`config.mk`:
```
export PLATFORM = sky130hd
export DESIGN_NAME = btn_conditioner
export DESIGN_NICKNAME = d
export VERILOG_FILES = /design/src/rtl/btn_pkg.sv /design/src/rtl/btn_debounce_ch.sv /design/src/rtl/btn_conditioner.sv
export SDC_FILE = /design/constraint.sdc
export NUM_CORES = 1
export LEC_CHECK = 0
export BUFFER_PORTS_ARGS = -buffer_cell sky130_fd_sc_hd__buf_2
export CAP_MARGIN = 30
export CORE_AREA = 2 2 141 143
export CTS_BUF_LIST = sky130_fd_sc_hd__clkbuf_2
export CTS_CLUSTER_DIAMETER = 80
export DETAILED_ROUTE_END_ITERATION = 7
export DIE_AREA = 0 0 143 145
export PLACE_DENSITY = 0.69
export SKIP_CTS_REPAIR_TIMING = 1
export SYNTH_ARGS = -nofsm -noshare
export SYNTH_HDL_FRONTEND = slang
export SYNTH_SLANG_ARGS = --single-unit
export TNS_END_PERCENT = 100
```
`constraint.sdc`:
```
create_clock -name clk -period 4.4 [get_ports clk]
set_clock_uncertainty 0.05 [all_clocks]
set_input_delay 0.22 -clock clk [delete_from_list [all_inputs] [get_ports clk]]
set_output_delay 0.22 -clock clk [all_outputs]
set_load 0.03 [all_outputs]
```
`src/rtl/btn_pkg.sv`:
```
// Shared widths, button indices and repeat-state encoding for the
// front-panel button conditioner.
package btn_pkg;

    localparam int BTN_W      = 5;
    localparam int BTN_UP     = 0;
    localparam int BTN_DOWN   = 1;
    localparam int BTN_LEFT   = 2;
    localparam int BTN_RIGHT  = 3;
    localparam int BTN_CENTER = 4;

    typedef enum logic [1:0] {
        IDLE,
        DELAY,
        RATE
    } rpt_state_e;

endpackage

```
`src/rtl/btn_debounce_ch.sv`:
```
// One button channel: two-flop synchroniser, counter debouncer, rising-edge
// press pulse and optional hold-to-repeat state machine.
module btn_debounce_ch
    import btn_pkg::*;
#(
    parameter int DEBOUNCE_CYCLES = 330000,
    parameter int REPEAT_DELAY    = 16500000,
    parameter int REPEAT_RATE     = 4950000,
    parameter bit REPEAT_EN       = 1'b1
) (
    input  logic clk,
    input  logic rst,
    input  logic raw_i,
    output logic level_o,
    output logic press_o
);

    localparam int DB_W    = $clog2(DEBOUNCE_CYCLES);
    localparam int RPT_MAX = (REPEAT_DELAY > REPEAT_RATE) ? REPEAT_DELAY : REPEAT_RATE;
    localparam int RPT_W   = $clog2(RPT_MAX);

    localparam logic [DB_W-1:0]  DB_LAST    = DB_W'(DEBOUNCE_CYCLES - 1);
    localparam logic [RPT_W-1:0] DELAY_LAST = RPT_W'(REPEAT_DELAY - 1);
    localparam logic [RPT_W-1:0] RATE_LAST  = RPT_W'(REPEAT_RATE - 1);

    logic             sync1_q, sync2_q;
    logic             stable_q, stable_d;
    logic             prev_q;
    logic [DB_W-1:0]  db_cnt_q, db_cnt_d;
    logic [RPT_W-1:0] rpt_cnt_q;
    rpt_state_e       state_q;
    logic             press_q;
    logic             rise;

    // Any agreeing sample throws away the accumulated disagreement count.
    always_comb begin
        stable_d = stable_q;
        db_cnt_d = '0;
        if (sync2_q != stable_q) begin
            if (db_cnt_q == DB_LAST) begin
                stable_d = ~stable_q;
            end else begin
                db_cnt_d = db_cnt_q + 1'b1;
            end
        end
    end

    assign rise = stable_q & ~prev_q;

    // Repeat decisions use the next stable value so no pulse escapes on the release edge.
    always_ff @(posedge clk) begin
        if (rst) begin
            sync1_q   <= 1'b0;
            sync2_q   <= 1'b0;
            stable_q  <= 1'b0;
            prev_q    <= 1'b0;
            db_cnt_q  <= '0;
            rpt_cnt_q <= '0;
            state_q   <= IDLE;
            press_q   <= 1'b0;
        end else begin
            sync1_q  <= raw_i;
            sync2_q  <= sync1_q;
            stable_q <= stable_d;
            db_cnt_q <= db_cnt_d;
            prev_q   <= stable_q;
            press_q  <= rise;
            case (state_q)
                IDLE: begin
                    rpt_cnt_q <= '0;
                    if (rise && REPEAT_EN) begin
                        state_q <= DELAY;
                    end
                end
                DELAY: begin
                    if (!stable_d) begin
                        state_q   <= IDLE;
                        rpt_cnt_q <= '0;
                    end else if (rpt_cnt_q == DELAY_LAST) begin
                        press_q   <= 1'b1;
                        state_q   <= RATE;
                        rpt_cnt_q <= '0;
                    end else begin
                        rpt_cnt_q <= rpt_cnt_q + 1'b1;
                    end
                end
                RATE: begin
                    if (!stable_d) begin
                        state_q   <= IDLE;
                        rpt_cnt_q <= '0;
                    end else if (rpt_cnt_q == RATE_LAST) begin
                        press_q   <= 1'b1;
                        rpt_cnt_q <= '0;
                    end else begin
                        rpt_cnt_q <= rpt_cnt_q + 1'b1;
                    end
                end
                default: begin
                    state_q   <= IDLE;
                    rpt_cnt_q <= '0;
                end
            endcase
        end
    end

    assign level_o = stable_q;
    assign press_o = press_q;

endmodule

```
`src/rtl/btn_conditioner.sv`:
```
// Conditions the five front-panel buttons: one independent channel per button,
// plus a combined press strobe.
module btn_conditioner
    import btn_pkg::*;
#(
    parameter int               DEBOUNCE_CYCLES = 330000,
    parameter int               REPEAT_DELAY    = 16500000,
    parameter int               REPEAT_RATE     = 4950000,
    parameter logic [BTN_W-1:0] REPEAT_MASK     = 5'b01111
) (
    input  logic             clk,
    input  logic             rst,
    input  logic [BTN_W-1:0] btn_raw,
    output logic [BTN_W-1:0] btn_level,
    output logic [BTN_W-1:0] btn_press,
    output logic             any_press
);

    for (genvar i = 0; i < BTN_W; i++) begin : g_ch
        btn_debounce_ch #(
            .DEBOUNCE_CYCLES(DEBOUNCE_CYCLES),
            .REPEAT_DELAY   (REPEAT_DELAY),
            .REPEAT_RATE    (REPEAT_RATE),
            .REPEAT_EN      (REPEAT_MASK[i])
        ) u_ch (
            .clk    (clk),
            .rst    (rst),
            .raw_i  (btn_raw[i]),
            .level_o(btn_level[i]),
            .press_o(btn_press[i])
        );
    end

    assign any_press = |btn_press;

endmodule

```
==> reports/results.txt <==
row count -> 51
deepest clock path buffer count -> 3
RSZ-0062 raised after global routing -> no
DIE AREA -> 0.0207 mm2
die height -> 145 um
Worst setup EP type -> register
worst r2r src -> g_ch[1].u_ch.rpt_cnt_q[0]$_SDFF_PP0_
Max Cap Violations -> 0
Via density -> 5.28
post-synthesis register bit count -> 224
Hold Vio Cnt, Final -> 0
Num CTS Buffers -> 55
Post-synth top flop -> dfxtp_1
clock share of power -> 40.0%
total global-route track usage -> 19.3%
CTS tree -> yes
DRT iter0 DRCs -> 372
Core Area -> 0.0192 mm2
Psw -> 838 uW
EDFF count, synth -> 0
worst r2r path cells -> 6
most frequent cells in the layout -> dfxtp_1, nor2_1, xnor2_1
initial antenna violation count -> 1
Crit-path slowest cell -> or4_4
Initial DRT Pass Iterations -> 6
FMAX -> 0.370 GHz
grt total ovfl -> 0
r2r setup slk -> 1.69 ns
largest net degree at the start of global routing -> 35
YS warnings -> 0
Vias -> 8,161
critical-path cell list -> ha_1 > nand3_1 > or4_4 > or4_4 > a2bb2oi_4 > nor3_1
dominant cell type by area after synthesis -> dfxtp_1
Worst R2R End -> g_ch[1].u_ch.rpt_cnt_q[5]$_SDFF_PP0_
CP Data Arrival Time -> 3.33 ns
power per cell area -> 306 mW/mm2
Final Critical Period -> 2.71 ns
worst-margin pin slew -> 0.933 ns
synth unique cells -> 67
post-synth top area share -> 43.0%
Residual DRC -> 0
setup TNS -> 0 ns
GP Congestion -> 0.811
input/output buffers -> 17
vias in the first global route -> 7,806
Final period util -> 61.5%
multi-input logic area -> 0.00553 mm2
sequential share of power -> 59.1%
FF+latch area -> 0.00448 mm2
Routed WL -> 19,600 um
Crit Path Category -> reg2reg
worst skew pair latency -> 0.82 ns
most common cell after layout, fill and taps aside -> dfxtp_1
CTS clk-pin slew, worst paths -> 0.11 ns
status -> finished, final reports clean
WL/cell -> 12.7 um
worst hold path type -> reg2reg
Avg Inst Size Synth -> 8.76 um2
Int Pwr -> 2.61 mW
Synth Instances -> 1,191
slowest stage delay, CP -> 0.57 ns
Seq/Total Area, Yosys -> 43.0%
critical path startpoint -> g_ch[1].u_ch.rpt_cnt_q[0]$_SDFF_PP0_
Initial Utilization -> 54.3%
Area Growth Syn to Fin -> 8.07%
Antenna Nets Post-Route -> 0
Slew HR -> 37.3%
worst ir drop on vdd -> 238 uV
Slew Limit Fails -> 0
synth top area cells -> dfxtp_1, xnor2_1, nor2_1, xor2_1, nor3_1
Sw Share -> 24.3%
global-route wire length before repair -> 34,400 um
Setup-failing EPs final -> 0
combinational power share -> 0.9%
Post-Syn Area -> 0.0104 mm2
clock sink total -> 224
DP HPWL -> 12,900 um
Leak -> 3.57 nW
hold_ws -> 0.382 ns
fin nets -> 1,262
Net Count, Synth -> 1,219
Filler cells -> 1,745
CP max FO -> 24
Die X -> 143 um
Req. time, crit path -> 5.02 ns
CP endpoint -> g_ch[1].u_ch.rpt_cnt_q[5]$_SDFF_PP0_
share of cells above drive strength 1 -> 9.93%
cell mode on critical path -> or4_4
CTS H-Tree Depth -> 2
clk root buf -> clkbuf_2
I/O pin total -> 18
Async SR Flop Fraction -> 0%
startpoint types -> register
-- how the worst min path moves through the flow --
stage                     slack [ns]                                 to                           start  cells after the start
after detailed placement        0.35    g_ch[4].u_ch.press_o$_SDFF_PP0_  g_ch[4].u_ch.prev_q$_SDFF_PP0_                      1
after CTS                      -0.54    g_ch[0].u_ch.sync1_q$_SDFF_PP0_                      btn_raw[0]                      2
after global routing            0.41  g_ch[4].u_ch.level_o$_SDFFE_PP0P_                             rst                      3
after floorplan                 0.25     g_ch[0].u_ch.prev_q$_SDFF_PP0_                             rst                      1
after global placement          0.36    g_ch[4].u_ch.press_o$_SDFF_PP0_  g_ch[4].u_ch.prev_q$_SDFF_PP0_                      1
final                           0.38    g_ch[4].u_ch.press_o$_SDFF_PP0_  g_ch[4].u_ch.prev_q$_SDFF_PP0_                      1
-- layout make-up --
cell class	count	share of cell area [%]
clock buffers	83	3.69
diodes	1	0.0222
well taps	265	2.94
flip-flops and latches	224	39.8
clock inverters	19	0.899
repair buffers	32	2.06
inverters	47	1.57
multi-input cells	874	49.0
-- layer usage --
metal / wire length, um / global-route usage [%] / up-vias
met5: 0 / 0 / -
met4: 338 / 6.98 / 0
met3: 775 / 4.09 / 28
met2: 8920 / 30.2 / 109
met1: 9620 / 26.1 / 3780
li1: - / - / 4244
-- power by group through the flow --
stage	clock network, mW	registers [mW]	logic [mW]
after floorplan	0	2.08	0.0171
final	1.38	2.04	0.0325
after global placement	0	2.08	0.0242
after global routing	1.55	2.04	0.0360
after detailed placement	0	2.08	0.0250
after CTS	1.45	2.04	0.0251
-- metrics by stage --
stage,cell area (um2),instances,total power [mW],utilization [%],worst slack (ns)
floorplan,10400,1191,2.10,-,2.08
global placement,10600,1430,2.11,55.3,1.75
detailed placement,10600,1431,2.11,55.4,1.71
CTS,11200,1533,3.51,58.1,1.70
global route,11300,1545,3.62,58.7,1.54
finish,11300,1545,3.45,58.7,1.69
-- sequential cells by signal, indices dropped and copies added (netlist names) --
signal / flops
g_ch.u_ch.level_o: 5
g_ch.u_ch.sync1_q: 5
g_ch.u_ch.sync2_q: 5
g_ch.u_ch.state_q: 8
g_ch.u_ch.db_cnt_q: 95
g_ch.u_ch.rpt_cnt_q: 96
g_ch.u_ch.press_o: 5
g_ch.u_ch.prev_q: 5
-- Yosys cell counts (2+ instances only) --
cell / number
buf_6: 4
o21ai_0: 11
buf_4: 10
o221ai_1: 2
ha_1: 21
nand4_1: 41
or2_2: 3
dfxtp_1: 224
a211o_1: 2
nand3_1: 66
a31oi_1: 2
o41a_1: 2
nand2b_1: 5
a21oi_1: 14
nand2_1: 62
nor4b_1: 15
inv_1: 46
o211ai_1: 6
xor2_1: 65
a2111o_1: 2
xnor2_1: 107
or4b_1: 2
nand3b_1: 2
or4_4: 3
nor2b_1: 18
buf_2: 6
o21a_1: 2
clkbuf_1: 26
nand4bb_1: 3
o31ai_1: 3
nor2_1: 187
o2bb2a_1: 2
nor3_1: 88
nand4b_1: 5
or3_1: 18
and2_1: 7
a2111oi_0: 2
and4_1: 21
mux2i_1: 3
or4_1: 5
nor3b_1: 8
and3_1: 27
nor4_1: 19
-- worst max-delay path: cells and delay by family (launching register included) --
| kind | cells | cell delay (ns) |
|---|---|---|
| compound gates | 1 | 0.53 |
| fa+ha+maj | 1 | 0.20 |
| flops | 1 | 0.39 |
| simple gates | 4 | 1.40 |
-- cells by family (layout without fill, tap and decap cells) --
logic type	count (synthesis)	after routing	share of synthesized area (%)
and+or+nand+nor	611	611	30.6
DFF	224	224	43.0
xor gates and xnor gates	172	172	14.4
buffers and inverters	93	181	4.07
AOI/OAI and AO/OA	66	66	4.94
adders and majority gates	21	21	2.52
muxes	4	4	0.396
other	0	1	0
Power figures use the tool's default switching activity.
